`config.mk`:
```
export PLATFORM = sky130hd
export DESIGN_NAME = sram_stream_reader
export DESIGN_NICKNAME = d
export VERILOG_FILES = /design/src/rtl/sram_stream_reader.sv
export SDC_FILE = /design/constraint.sdc
export NUM_CORES = 1
export LEC_CHECK = 0
export ABC_AREA = 1
export CELL_PAD_IN_SITES_DETAIL_PLACEMENT = 1
export CELL_PAD_IN_SITES_GLOBAL_PLACEMENT = 2
export CORE_MARGIN = 2
export CORE_UTILIZATION = 37
export DETAILED_ROUTE_END_ITERATION = 16
export PLACE_DENSITY_LB_ADDON = 0.3
export REMOVE_ABC_BUFFERS = 1
export SYNTH_ARGS = -nofsm -noshare
export SYNTH_HDL_FRONTEND = slang
export SYNTH_SLANG_ARGS = --single-unit
```
`constraint.sdc`:
```
create_clock -name CLK -period 11.5 [get_ports CLK]
set_input_delay 1.15 -clock CLK [delete_from_list [all_inputs] [get_ports CLK]]
set_output_delay 1.15 -clock CLK [all_outputs]
set_load 0.01 [all_outputs]
```
`src/rtl/sram_stream_reader.sv`:
```
// Streams LEN consecutive words from a one-cycle-latency SRAM port out as a
// valid/ready stream with a last flag. Optional SRAM_RD_STRIDE_EN adds a STRIDE input.
module sram_stream_reader #(
  parameter int BITS       = 64,
  parameter int ADDR_WIDTH = 15,
  parameter int LEN_WIDTH  = 16,
  parameter int FIFO_DEPTH = 4
) (
  input  logic                  CLK,
  input  logic                  RST,
  input  logic                  START,
  input  logic [ADDR_WIDTH-1:0] START_ADDR,
  input  logic [LEN_WIDTH-1:0]  LEN,
`ifdef SRAM_RD_STRIDE_EN
  input  logic [ADDR_WIDTH-1:0] STRIDE,
`endif
  output logic                  BUSY,
  output logic                  DONE,
  output logic                  CEN,
  output logic [1:0]            WEN,
  output logic [ADDR_WIDTH-1:0] A,
  input  logic [BITS-1:0]       Q,
  output logic                  OUT_VALID,
  input  logic                  OUT_READY,
  output logic [BITS-1:0]       OUT_DATA,
  output logic                  OUT_LAST
);

  localparam int PW = $clog2(FIFO_DEPTH);
  localparam int CW = PW + 1;

  typedef enum logic [1:0] {IDLE, ISSUE, DRAIN} state_t;

  state_t                state;
  logic [ADDR_WIDTH-1:0] addr;
  logic [ADDR_WIDTH-1:0] step;
  logic [LEN_WIDTH-1:0]  remaining;
  logic                  inflight;
  logic                  inflight_last;
  logic [BITS-1:0]       fifo_data [FIFO_DEPTH];
  logic [FIFO_DEPTH-1:0] fifo_last;
  logic [PW-1:0]         wr_ptr;
  logic [PW-1:0]         rd_ptr;
  logic [CW-1:0]         count;
  logic [CW-1:0]         credit_used;
  logic                  issue;
  logic                  push;
  logic                  pop;

`ifdef SRAM_RD_STRIDE_EN
  logic [ADDR_WIDTH-1:0] stride_q;

  always_ff @(posedge CLK) begin
    if (RST)                        stride_q <= '0;
    else if (state == IDLE && START) stride_q <= STRIDE;
  end

  assign step = stride_q;
`else
  assign step = ADDR_WIDTH'(1);
`endif

  // A read reserves a FIFO slot for its return word; the in-flight word counts
  // against the credit so the FIFO can never be overrun.
  assign credit_used = count + CW'(inflight);
  assign issue       = (state == ISSUE) && (credit_used < CW'(FIFO_DEPTH));
  assign push        = inflight;
  assign pop         = OUT_VALID && OUT_READY;

  assign CEN       = ~issue;
  assign WEN       = 2'b11;
  assign A         = addr;
  assign BUSY      = (state != IDLE);
  assign OUT_VALID = (count != '0);
  assign OUT_DATA  = fifo_data[rd_ptr];
  assign OUT_LAST  = OUT_VALID && fifo_last[rd_ptr];

  // NOTE: sequential state uses non-blocking assignments so every register
  // samples pre-edge values, independent of block ordering.
  always_ff @(posedge CLK) begin
    if (RST) begin
      state         <= IDLE;
      addr          <= '0;
      remaining     <= '0;
      inflight      <= 1'b0;
      inflight_last <= 1'b0;
      DONE          <= 1'b0;
    end else begin
      DONE          <= 1'b0;
      inflight      <= issue;
      inflight_last <= issue && (remaining == LEN_WIDTH'(1));
      case (state)
        IDLE: begin
          if (START) begin
            if (LEN == '0) begin
              DONE <= 1'b1;
            end else begin
              addr      <= START_ADDR;
              remaining <= LEN;
              state     <= ISSUE;
            end
          end
        end
        ISSUE: begin
          if (issue) begin
            addr      <= addr + step;
            remaining <= remaining - LEN_WIDTH'(1);
            if (remaining == LEN_WIDTH'(1)) state <= DRAIN;
          end
        end
        DRAIN: begin
          if (pop && OUT_LAST) begin
            state <= IDLE;
            DONE  <= 1'b1;
          end
        end
        default: state <= IDLE;
      endcase
    end
  end

  // NOTE: the FIFO storage is cleared on reset so OUT_DATA reads zero after
  // reset; at this depth that costs only a few reset muxes.
  always_ff @(posedge CLK) begin
    if (RST) begin
      wr_ptr    <= '0;
      rd_ptr    <= '0;
      count     <= '0;
      fifo_last <= '0;
      for (int i = 0; i < FIFO_DEPTH; i++) fifo_data[i] <= '0;
    end else begin
      if (push) begin
        fifo_data[wr_ptr] <= Q;
        fifo_last[wr_ptr] <= inflight_last;
        wr_ptr            <= wr_ptr + PW'(1);
      end
      if (pop) rd_ptr <= rd_ptr + PW'(1);
      case ({push, pop})
        2'b10:   count <= count + CW'(1);
        2'b01:   count <= count - CW'(1);
        default: ;
      endcase
    end
  end

endmodule

```
==> qor.yml <==
hold_path:
  hp-class: "reg -> reg"
  worstHoldStart: "fifo_last[1]$_SDFFE_PP0P_"
logic_synthesis:
  synth_top_area_cell: "edfxtp_1"
  synth_ff_type: "edfxtp_1"
  yosysSeqAreaShare: 0.625
  syn_area_per_cell_um2: 9.34
  synthArstFlopShare: 0
  synth_edf_count: 256
  ys_ff_latch: 305
  synth_top_area_share: 0.554
  synth_area_leaders: "edfxtp_1 55%, nor2_1 13%, dfxtp_1 7.1%"
  synth-warning-count: 0
  synthDistinctLibCells: 41
  syn_inst: 1486
  syn_area_um2: 13900
drt:
  dr_wl_met2_mm: 19.6
  drt-vias-per-instance: 5.12
  wl_mm: 39.4
  ant_nets: 0
  routed-via-count: 10900
  drc_errors: 0
  wl_met1_mm: 17.3
  wl_met3_mm: 1.62
  top_layer: "met5"
  drt_iter0_drc: 700
  first_pass_iters: 4
  post_drt_wl_per_cell_um: 18.6
floorplanning:
  core_area_um2: 36800
  die_w_um: 198
  ios: 185
  die_area_um2: 39100
  initial_utilization: 0.377
  die_y_um: 198
  rows: 70
cells_and_area:
  drive_gt1_frac: 0.0586
  nNetsFinal: 1740
  stdcell_count: 2124
  area_growth_pct: 22.8
global_routing:
  grt_overflow: 0
  grt_pass1_wl_mm: 61.7
  grt_pass1_vias: 11500
  antenna_found_initial: 3
  grt_max_degree: 111
  grt_usage: 0.201
worst_setup_path:
  worst-endpoint-required_ns: 10.35
  crit_type: "reg -> out"
  end_kind: "output port"
  cp_max_fo: 65
  reg2reg_from: "inflight$_SDFF_PP0_"
  start_kind: "register"
  worstPathArrival_ns: 3.64
clock_network:
  cts_hold_buf: 0
  clkTransAtPathRegs_ns: 0.06
  cts_tree: "done"
  clock_sinks: 305
  cts_max_level: 2
  cts_buffers: 35
  cts_buffer_depth: 3
  cts-resized-gates: 0
  post_cts_buffers: 0
  clk_latency_ns: 0.51
  root_buffer: "clkbuf_16"
sta:
  tightestPinTransition_ns: 1.15
  rsz0062_at_grt: "no"
  fin_skew_ns: 0.0107
  relSlewSlack: 0.231
  hold_viol_final: 0
  max_freq_ghz: 0.209
  period_share: 0.417
  drv_slew: 0
  setup_viol: 0
  fin_tns_setup_ns: 0
  fin_crit_ns: 4.79
power:
  sequentialPowerShare: 0.397
  leakagePower_nw: 6.83
  combPwrFrac: 0.336
  switching_share: 0.353
  pwr-share-clk: 0.267
  p_switching_mw: 1.34
  vdd_drop_max_mv: 0.115
  p_int_mw: 2.45
  p_per_area_nw_per_um2: 222
place:
  place_inst: 2063
  hpwl_mm: 23.3
  io_buffers: 182
  globalplace.congestion: 0.740
job:
  cap_viol_max_count: 0
outcome:
  status: "completed"
cell usage after synthesis (2+ instances only):
library cell and instances:
nor2_1 466, edfxtp_1 256, nand2_1 172, o21ai_0 149
inv_1 110, o22ai_1 66, clkbuf_1 50, dfxtp_1 49
nand3_1 34, a21oi_1 27, buf_2 25, nand4_1 11
buf_1 9, ha_1 8, a21oi_2 6, or2_2 6
xor2_1 6, inv_2 4, nand2_2 4, o21bai_1 3
a21boi_0 2, a21o_1 2, buf_4 2, mux2i_1 2
power by group through the flow:
stage	registers, mW	clock network [mW]	logic, mW
floorplan	1.53	0	0.684
global placement	1.52	0	1.27
detailed placement	1.53	0	1.29
CTS	1.51	1.03	1.30
global route	1.53	1.07	1.42
finish	1.50	1.01	1.27
cells by family after synthesis:
| kind of cell | count (synthesis) | share of synthesized area |
|---|---|---|
| simple gates | 701 | 0.199 |
| flops | 305 | 0.625 |
| compound gates | 258 | 0.102 |
| buf+inv | 203 | 0.0597 |
| fa+ha+maj | 9 | 0.00866 |
| xor+xnor | 7 | 0.00442 |
| mux | 2 | 0.00144 |
| other cells | 1 | 0.000270 |
final timing paths:
path / cells past startpoint / slack [ns] / to
hold / removal: 2 / 0.46 / fifo_last[1]$_SDFFE_PP0P_
setup reg to reg: 9 / 7.70 / fifo_data[2][19]$_SDFFCE_PN0P_
setup / recovery: 6 / 6.71 / OUT_DATA[28]
hold reg to reg: 2 / 0.46 / fifo_last[1]$_SDFFE_PP0P_
layout by cell type, fill, tap and decap left out, types with 2 or more instances in the layout:
master,count
a21boi_0,2
a21o_1,2
a21oi_1,27
a21oi_2,5
buf_4,14
clkbuf_1,8
clkbuf_16,35
clkdlybuf4s50_1,182
clkinv_1,4
clkinv_2,10
clkinvlp_4,3
conb_1,2
dfxtp_1,47
edfxtp_1,256
ha_1,8
inv_1,108
inv_2,5
mux2i_1,2
nand2_1,166
nand2_2,10
nand3_1,34
nand4_1,11
nor2_1,466
o21ai_0,149
o21bai_1,3
o22ai_1,66
or2_2,6
xor2_1,6
worst max-delay path: stages, from the launching register on:
cell	delay (ns)
dfxtp_2	0.31
buf_4	0.57
clkinv_1	0.81
buf_4	0.57
o21ai_0	0.17
o22ai_1	0.17
clkdlybuf4s50_1	0.51
sequential cells by signal, summed over array words and instances, names as in the netlist, named ones only:
register       count
inflight           1
remaining         16
fifo_last          4
A                 15
rd_ptr             2
inflight_last      1
count              3
fifo_data        256
DONE               1
state              2
wr_ptr             2
metal layers:
| metal | up-vias | GRT usage |
|---|---|---|
| met2 | 213 | 0.361 |
| met5 | - | 0 |
| met1 | 5370 | 0.254 |
| met3 | 61 | 0.0302 |
| li1 | 5237 | - |
| met4 | 4 | 0.0521 |
through the flow:
stage | setup slack, ns | util | total power [mW] | hold WS, ns | cell area [um^2]
CTS | 6.66 | 0.463 | 3.84 | 0.465 | 17000
floorplan | 4.17 | - | 2.22 | 0.430 | 13500
global placement | 6.31 | 0.436 | 2.79 | 0.449 | 16000
detailed placement | 6.19 | 0.436 | 2.82 | 0.455 | 16000
finish | 6.71 | 0.463 | 3.79 | 0.464 | 17000
global route | 6.48 | 0.463 | 4.02 | 0.488 | 17000
layout make-up:
cell class                 count  area (um^2)
timing repair buffer         196         1930
inverter                     115          433
antenna                        1         2.50
fill                        4192        19700
tap                          468          586
clock inverter                17          108
multi-input combinational    979         4410
clock buffer                  43          906
sequential                   305         8670
Note: power is estimated with default switching activity, not from simulation.
